## src/rtl/cordic_pkg.sv

```systemverilog
// Shared CORDIC definitions: turn size, angle width and sweep FSM states.
package cordic_pkg;

  localparam int unsigned FULL_TURN_DEG = 360;
  localparam int unsigned ANGLE_W       = 32;

  typedef enum logic [1:0] {
    IDLE,
    RUN,
    DONE
  } sweep_state_t;

endpackage

```

## src/rtl/cordic_angle_wrap.sv

```systemverilog
// Combinational modulo-FULL_TURN angle step: returns the next angle and
// flags when the step crossed the 0/FULL_TURN boundary.
module cordic_angle_wrap #(
  parameter int unsigned FULL_TURN = cordic_pkg::FULL_TURN_DEG
) (
  input  logic [15:0] angle,
  input  logic [15:0] step,
  input  logic        dir,
  output logic [15:0] next_angle,
  output logic        wrapped
);

  localparam logic [16:0] TURN = 17'(FULL_TURN);

  logic [16:0] a17;
  logic [16:0] s17;
  logic [16:0] sum;

  assign a17 = {1'b0, angle};
  assign s17 = {1'b0, step};

  always_comb begin
    sum        = a17 + s17;
    wrapped    = 1'b0;
    next_angle = '0;
    if (!dir) begin
      wrapped    = (sum >= TURN);
      next_angle = wrapped ? 16'(sum - TURN) : 16'(sum);
    end else begin
      wrapped    = (a17 < s17);
      next_angle = wrapped ? 16'(a17 + TURN - s17) : 16'(a17 - s17);
    end
  end

endmodule

```

## src/rtl/cordic_angle_sweep.sv

```systemverilog
// Angle-sequence generator feeding cordic_rotate: emits start_deg, then steps
// of step_deg modulo FULL_TURN every `interval` clocks, single-turn or continuous.
module cordic_angle_sweep #(
  parameter int unsigned ANGLE_W   = cordic_pkg::ANGLE_W,
  parameter int unsigned DIV_W     = 16,
  parameter int unsigned FULL_TURN = cordic_pkg::FULL_TURN_DEG
) (
  input  logic               clk,
  input  logic               rst,
  input  logic               start,
  input  logic               stop,
  input  logic               single,
  input  logic               dir,
  input  logic [15:0]        start_deg,
  input  logic [15:0]        step_deg,
  input  logic [DIV_W-1:0]   interval,
  output logic [ANGLE_W-1:0] angle,
  output logic               angle_valid,
  output logic               wrap,
  output logic               busy,
  output logic               sweep_done,
  output logic               cfg_err
);

  import cordic_pkg::*;

  localparam logic [16:0] TURN = 17'(FULL_TURN);

  sweep_state_t      state, state_next;
  logic              cfg_single, cfg_dir;
  logic [15:0]       cfg_step;
  logic [DIV_W-1:0]  cfg_interval;
  logic [DIV_W-1:0]  cnt;
  logic [15:0]       angle_q;
  logic [15:0]       next_angle;
  logic              next_wrapped;
  logic              cfg_ok, start_ok, start_bad, update, suppress;
  logic              valid_d, wrap_d, err_d;

  assign cfg_ok    = ({1'b0, start_deg} < TURN) && ({1'b0, step_deg} < TURN);
  assign start_ok  = (state == IDLE) && start && !stop && cfg_ok;
  assign start_bad = (state == IDLE) && start && !stop && !cfg_ok;
  // stop masks the update so an abort never produces a trailing strobe
  assign update    = (state == RUN) && !stop && (cnt == cfg_interval - DIV_W'(1));
  assign suppress  = cfg_single && next_wrapped;

  cordic_angle_wrap #(
    .FULL_TURN(FULL_TURN)
  ) u_wrap (
    .angle     (angle_q),
    .step      (cfg_step),
    .dir       (cfg_dir),
    .next_angle(next_angle),
    .wrapped   (next_wrapped)
  );

  always_ff @(posedge clk or posedge rst) begin
    if (rst) state <= IDLE;
    else     state <= state_next;
  end

  always_comb begin
    state_next = state;
    unique case (state)
      IDLE:    if (start_ok) state_next = RUN;
      RUN: begin
        if (stop)                     state_next = IDLE;
        else if (update && suppress)  state_next = DONE;
      end
      DONE:    state_next = IDLE;
      default: state_next = IDLE;
    endcase
  end

  always_comb begin
    busy       = (state == RUN);
    sweep_done = (state == DONE);
    valid_d    = start_ok || (update && !suppress);
    wrap_d     = update && next_wrapped && !cfg_single;
    err_d      = start_bad;
    angle      = ANGLE_W'(angle_q);
  end

  always_ff @(posedge clk or posedge rst) begin
    if (rst) begin
      cfg_single   <= 1'b0;
      cfg_dir      <= 1'b0;
      cfg_step     <= '0;
      cfg_interval <= '0;
      cnt          <= '0;
      angle_q      <= '0;
      angle_valid  <= 1'b0;
      wrap         <= 1'b0;
      cfg_err      <= 1'b0;
    end else begin
      angle_valid <= valid_d;
      wrap        <= wrap_d;
      cfg_err     <= err_d;
      if (start_ok) begin
        cfg_single   <= single;
        cfg_dir      <= dir;
        cfg_step     <= step_deg;
        cfg_interval <= (interval == '0) ? DIV_W'(1) : interval;
        angle_q      <= start_deg;
        cnt          <= '0;
      end else if (state == RUN && !stop) begin
        if (update) begin
          cnt <= '0;
          if (!suppress) angle_q <= next_angle;
        end else begin
          cnt <= cnt + DIV_W'(1);
        end
      end
    end
  end

endmodule

```

## config.mk

```make
export PLATFORM = sky130hd
export DESIGN_NAME = cordic_angle_sweep
export DESIGN_NICKNAME = d
export VERILOG_FILES = /design/src/rtl/cordic_pkg.sv /design/src/rtl/cordic_angle_wrap.sv /design/src/rtl/cordic_angle_sweep.sv
export SDC_FILE = /design/constraint.sdc
export NUM_CORES = 1
export LEC_CHECK = 0
export BUFFER_PORTS_ARGS = -buffer_cell sky130_fd_sc_hd__buf_2
export CAP_MARGIN = 40
export CORE_UTILIZATION = 43
export DETAILED_ROUTE_END_ITERATION = 10
export PLACE_DENSITY = 0.65
export SYNTH_ARGS = -nofsm -noshare
export SYNTH_HDL_FRONTEND = slang
export SYNTH_SLANG_ARGS = --single-unit
```

## constraint.sdc

```tcl
create_clock -name clk -period 3.71 [get_ports clk]
set_input_delay 0.742 -clock clk [delete_from_list [all_inputs] [get_ports clk]]
set_output_delay 0.742 -clock clk [all_outputs]
set_load 0.01 [all_outputs]
```

==> impl.org <==
** Status
- Outcome :: completed

** CTS
- CTS Hold Buffers Added :: 0
- Clock-pin slew was measured on the worst setup and hold paths at roughly 0.06 ns.
- Clock latency on the worst-skew pair, taken at its later pin, is between 0.3 and 0.4 ns.
- Clock Sinks :: slightly above 70
- The number of clock buffers added by TritonCTS is 9.
- TritonCTS built the clock tree.
- Clock root buffer :: clkbuf_16
- H-tree levels :: 3
- Clock buffer depth :: 2

** Timing
- Final cycle utilization of the critical path :: 0.987
- Worst clock skew on the final layout :: around 0.0055 ns
- Setup repair after global routing missed its margin :: true
- For the pin with the worst max-slew slack, the measured transition is a little over 0.7 ns.
- The total count of hold-check failures in the final report came to 0.
- Time the worst path needs with I/O delays and setup :: roughly 3.7 ns
- Setup violations remaining at the end of the flow were counted as 0.
- Hold slack :: ~0.33 ns
- Upper clock frequency limit :: approximately 270 MHz
- Headroom to the max-slew limit came out at 0.520.
- Final max-slew violation count :: 0
- Once routing completed, OpenROAD measured the worst setup slack at a little under 0.05 ns.

** Logic synthesis
- Synth Instances :: between 800 and 900
- Prevailing post-synth register cell :: dfrtp_1
- The share of synthesized area in the top cell type comes to 0.260.
- Of the total synthesized cell area, the portion taken by XOR and XNOR cells is 0.0730.
- Number of synthesized register bits :: 71
- Share of the yosys chip area belonging to registers :: 0.260
- During synthesis, Yosys emitted a total of 0 warnings.
- Sorting the synthesized cells by area gives the leading types as dfrtp_1, ha_1, nand2_1.
- After synthesis, the netlist uses 75 different library cells.
- Of the post-synthesis cell area, the part taken by muxes is 0.0121.
- By area, the combinational part of the netlist is dominated by simple AND/OR/NAND/NOR gates.
- The cell area that synthesis handed to floorplanning was 6840 um2.
- Number of flops mapped to enable cells by yosys :: 0
- A synthesized cell averages approximately 8.0 um2.
- Ys async rst share :: 1.00
- Cell accounting for the most synthesized area :: dfrtp_1
- Of the total synthesized cell area, the portion taken by full adders, half adders and majority gates is 0.131.
- Of the total synthesized cell area, the portion taken by AND, OR, NAND and NOR gates is 0.234.
- The complex-gate fraction of the synthesized area is 0.212.

** Finish
- Number of fill cells :: about 1,400
- The finished cells cover about 8500 um2.
- The number of antenna diodes in the final layout is 0.
- Area growth from synthesis to layout :: 24.4%
- Excluding fillers, the count of instances in the completed layout stands at 1,201.
- After the last flow step, the layout net total stands at roughly 1,100.
- Proportion of layout cells with a drive suffix above 1 :: 0.231
- Util after Layout :: 0.553

** Drt
- Number of vias per cell :: about 5.5
- Total wire length :: between 15,000 and 20,000 um
- The first TritonRoute pass finished after 5 iterations.
- Drt drc :: 0
- For this block, the via count after detailed routing is approximately 6,600.
- In this run, the number of DRC markers left after iteration 0 of detailed routing was 415.
- In the final routed layout, each cell accounts on average for roughly 16 um.
- Remaining number of nets flagged by the antenna check after routing :: 0

** Worst setup path
- Crit Reg-Reg Startpoint :: angle_q[10]
- The critical path in this run is classified as register to register.
- Signal arrival time at the worst endpoint :: 3.91 ns
- On the critical path, the stage with the largest delay is an instance of or4_4.
- The critical path starts at angle_q[10].
- Walking the worst path, the cells encountered are ha_1 -> nor2b_1 -> or3_1 -> a221oi_4 -> a21oi_2 -> xnor2_2 -> nand3_2 -> or4_4 -> a31oi_4 -> buf_12 -> clkbuf_16 -> o31ai_1 -> a21o_1.
- Measured in cells, the most critical reg-to-reg path has a length of 13.
- On the worst path, the slowest cell contributes a delay of roughly 0.55 ns.
- Kind of capture point of the worst setup path :: register
- For the worst setup path, the data required time is around 4.0 ns.
- Max FO, Critical Path :: 5
- Type of origin of the critical path :: register

** Die
- FP Rows :: between 40 and 50
- Die Span X :: 128 um
- The core region is 15,400 um2.
- Effective utilization at floorplan :: 0.445
- 91 I/O pins were placed.
- The floorplan step defined a die boundary enclosing around 16,000 um2.
- The floorplan step set the die height to around 130 um.

** Global route
- For this run the aggregate overflow at the end of global routing stands at 0.
- The first global-routing pass estimated roughly 31,000 um of wire.
- Largest net degree at the start of global routing :: 64
- Global-route total usage across every layer :: 0.244
- Vias in the first global route :: between 6,000 and 7,000
- Antenna violations before repair :: 0

** Pwr
- The analysis attributes to net switching a power of about 0.00042 W.
- Across the VDD grid, the largest voltage drop is ~0.22 mV.
- The share of total power dissipated in sequential elements is 0.426.
- Dividing total power by cell area gives a power density of 214 nW/um2.
- Of the total power, combinational logic draws 0.044.
- Switching portion of total power :: 0.232
- For this design the static power due to leakage is between 3 and 4 nW.
- Of the total power, the clock network draws 0.530.
- Cell internal power dissipation :: between 0.001 and 0.0015 W

** Placed design
- Number of buffers added on ports :: 74
- Pre-CTS setup slack :: -0.0283 ns
- Estimated wirelength of the detail-placed design :: between 10,000 and 15,000 um
- Cell Count Post-Placement :: 1,166
- Routability-driven placement finished with a final weighted congestion of about 0.89.
- The placed instances occupy a cell area of ~7800 um2.

** Run
- Max-cap violations in this run came to 0.

** Min path
- Hold WC Path Type :: primary input to async pin
state kept, by name (all words and copies together) (netlist names), 2 cells and up:
signal and flops:
cnt 16, cfg_interval 16, cfg_step 16, angle_q 16, state 2
cell usage in the layout, fill, tap and decap left out, drive strengths merged, types with 4 or more instances in the layout:
cell	synthesis	final
conb	1	16
a21oi	34	34
nand2	114	114
nand2b	16	16
o21bai	9	9
nand3	17	17
nor3	14	14
inv	62	63
a31o	5	5
or4	7	7
and3	15	15
dfrtp	71	71
a31oi	9	9
o21a	7	7
nor2b	17	17
nor3b	4	4
nand4	13	13
xor2	15	15
a311oi	5	5
o2111ai	5	5
o311ai	6	6
fa	13	13
ha	51	51
a211oi	8	8
o31a	5	5
buf	30	153
clkbuf	25	12
nor2	66	66
o21ai	69	69
nor4b	4	4
o31ai	6	6
or3	13	13
mux2i	6	6
xnor2	42	42
nor4	11	11
a21o	5	5
o211ai	13	13
power by group through the flow:
stage / Combinational [W] / Clock, W / Sequential, W
2_1_floorplan: 0.0000440 / 0 / 0.000790
3_3_place_gp: 0.0000800 / 0 / 0.000790
3_5_place_dp: 0.0000801 / 0 / 0.000790
4_1_cts: 0.0000807 / 0.000979 / 0.000775
5_1_grt: 0.0000903 / 0.00102 / 0.000775
6_report: 0.0000802 / 0.000967 / 0.000776
path summary, 6_finish.rpt:
| check | to | slack, ns |
|---|---|---|
| setup / recovery | angle_q[8] | 0.05 |
| hold / removal | cfg_interval[3] | 0.33 |
| setup reg to reg | angle_q[8] | 0.05 |
| hold reg to reg | cfg_interval[15] | 0.51 |
| max in group asynchronous | angle_q[1] | 2.66 |
| min in group clk | cfg_interval[15] | 0.51 |
final cells by class:
cell class	instances	area, um2	area share
Multi-Input combinational cell	685	4830	0.568
Clock buffer	10	229	0.0269
Clock inverter	6	92.6	0.0109
Tap cell	211	264	0.0310
Sequential cell	71	1780	0.209
Timing Repair Buffer	155	1070	0.126
Inverter	63	238	0.0280
synthesized netlist by cell type, drive strengths merged, types with 16 or more instances:
master    n
ha       51
nor2     66
nand2   114
dfrtp    71
a21oi    34
nand3    17
inv      62
nor2b    17
o21ai    69
xnor2    42
clkbuf   25
nand2b   16
buf      30
cells by family (layout without fill, tap and decap cells):
group | count (synthesis) | count (layout)
compound gates | 215 | 215
buf+inv | 118 | 234
flops | 71 | 71
simple gates | 325 | 325
mux | 8 | 8
xor+xnor | 57 | 57
other cells | 1 | 16
fa+ha+maj | 64 | 64
critical path, delay by kind of cell (launching register included):
| kind | cells | cell delay (ns) |
|---|---|---|
| xor+xnor | 1 | 0.28 |
| flops | 1 | 0.45 |
| buf+inv | 2 | 0.29 |
| compound gates | 5 | 0.95 |
| fa+ha+maj | 1 | 0.33 |
| simple gates | 4 | 1.24 |
per-layer routing:
layer	GRT usage	vias up	wire, um
li1	-	3242	-
met1	0.342	3127	9580
met2	0.391	198	8910
met3	0.0309	21	987
met4	0.0734	0	299
met5	0	-	0
timing repair:
action | CTS | global route
endpoints found under the setup margin | 3 | 15
buffers inserted | 0 | 17
pin swaps | 0 | 21
gates resized for setup | 2 | 50
cloned | 0 | 2
per-stage QoR:
stage | setup TNS (ns) | power (W)
6_report | 0 | 0.00182
4_1_cts | 0 | 0.00184
3_3_place_gp | 0 | 0.000870
2_1_floorplan | 0 | 0.000834
5_1_grt | -0.491 | 0.00188
3_5_place_dp | -0.0283 | 0.000870
Note: power is estimated with default switching activity, not from simulation.
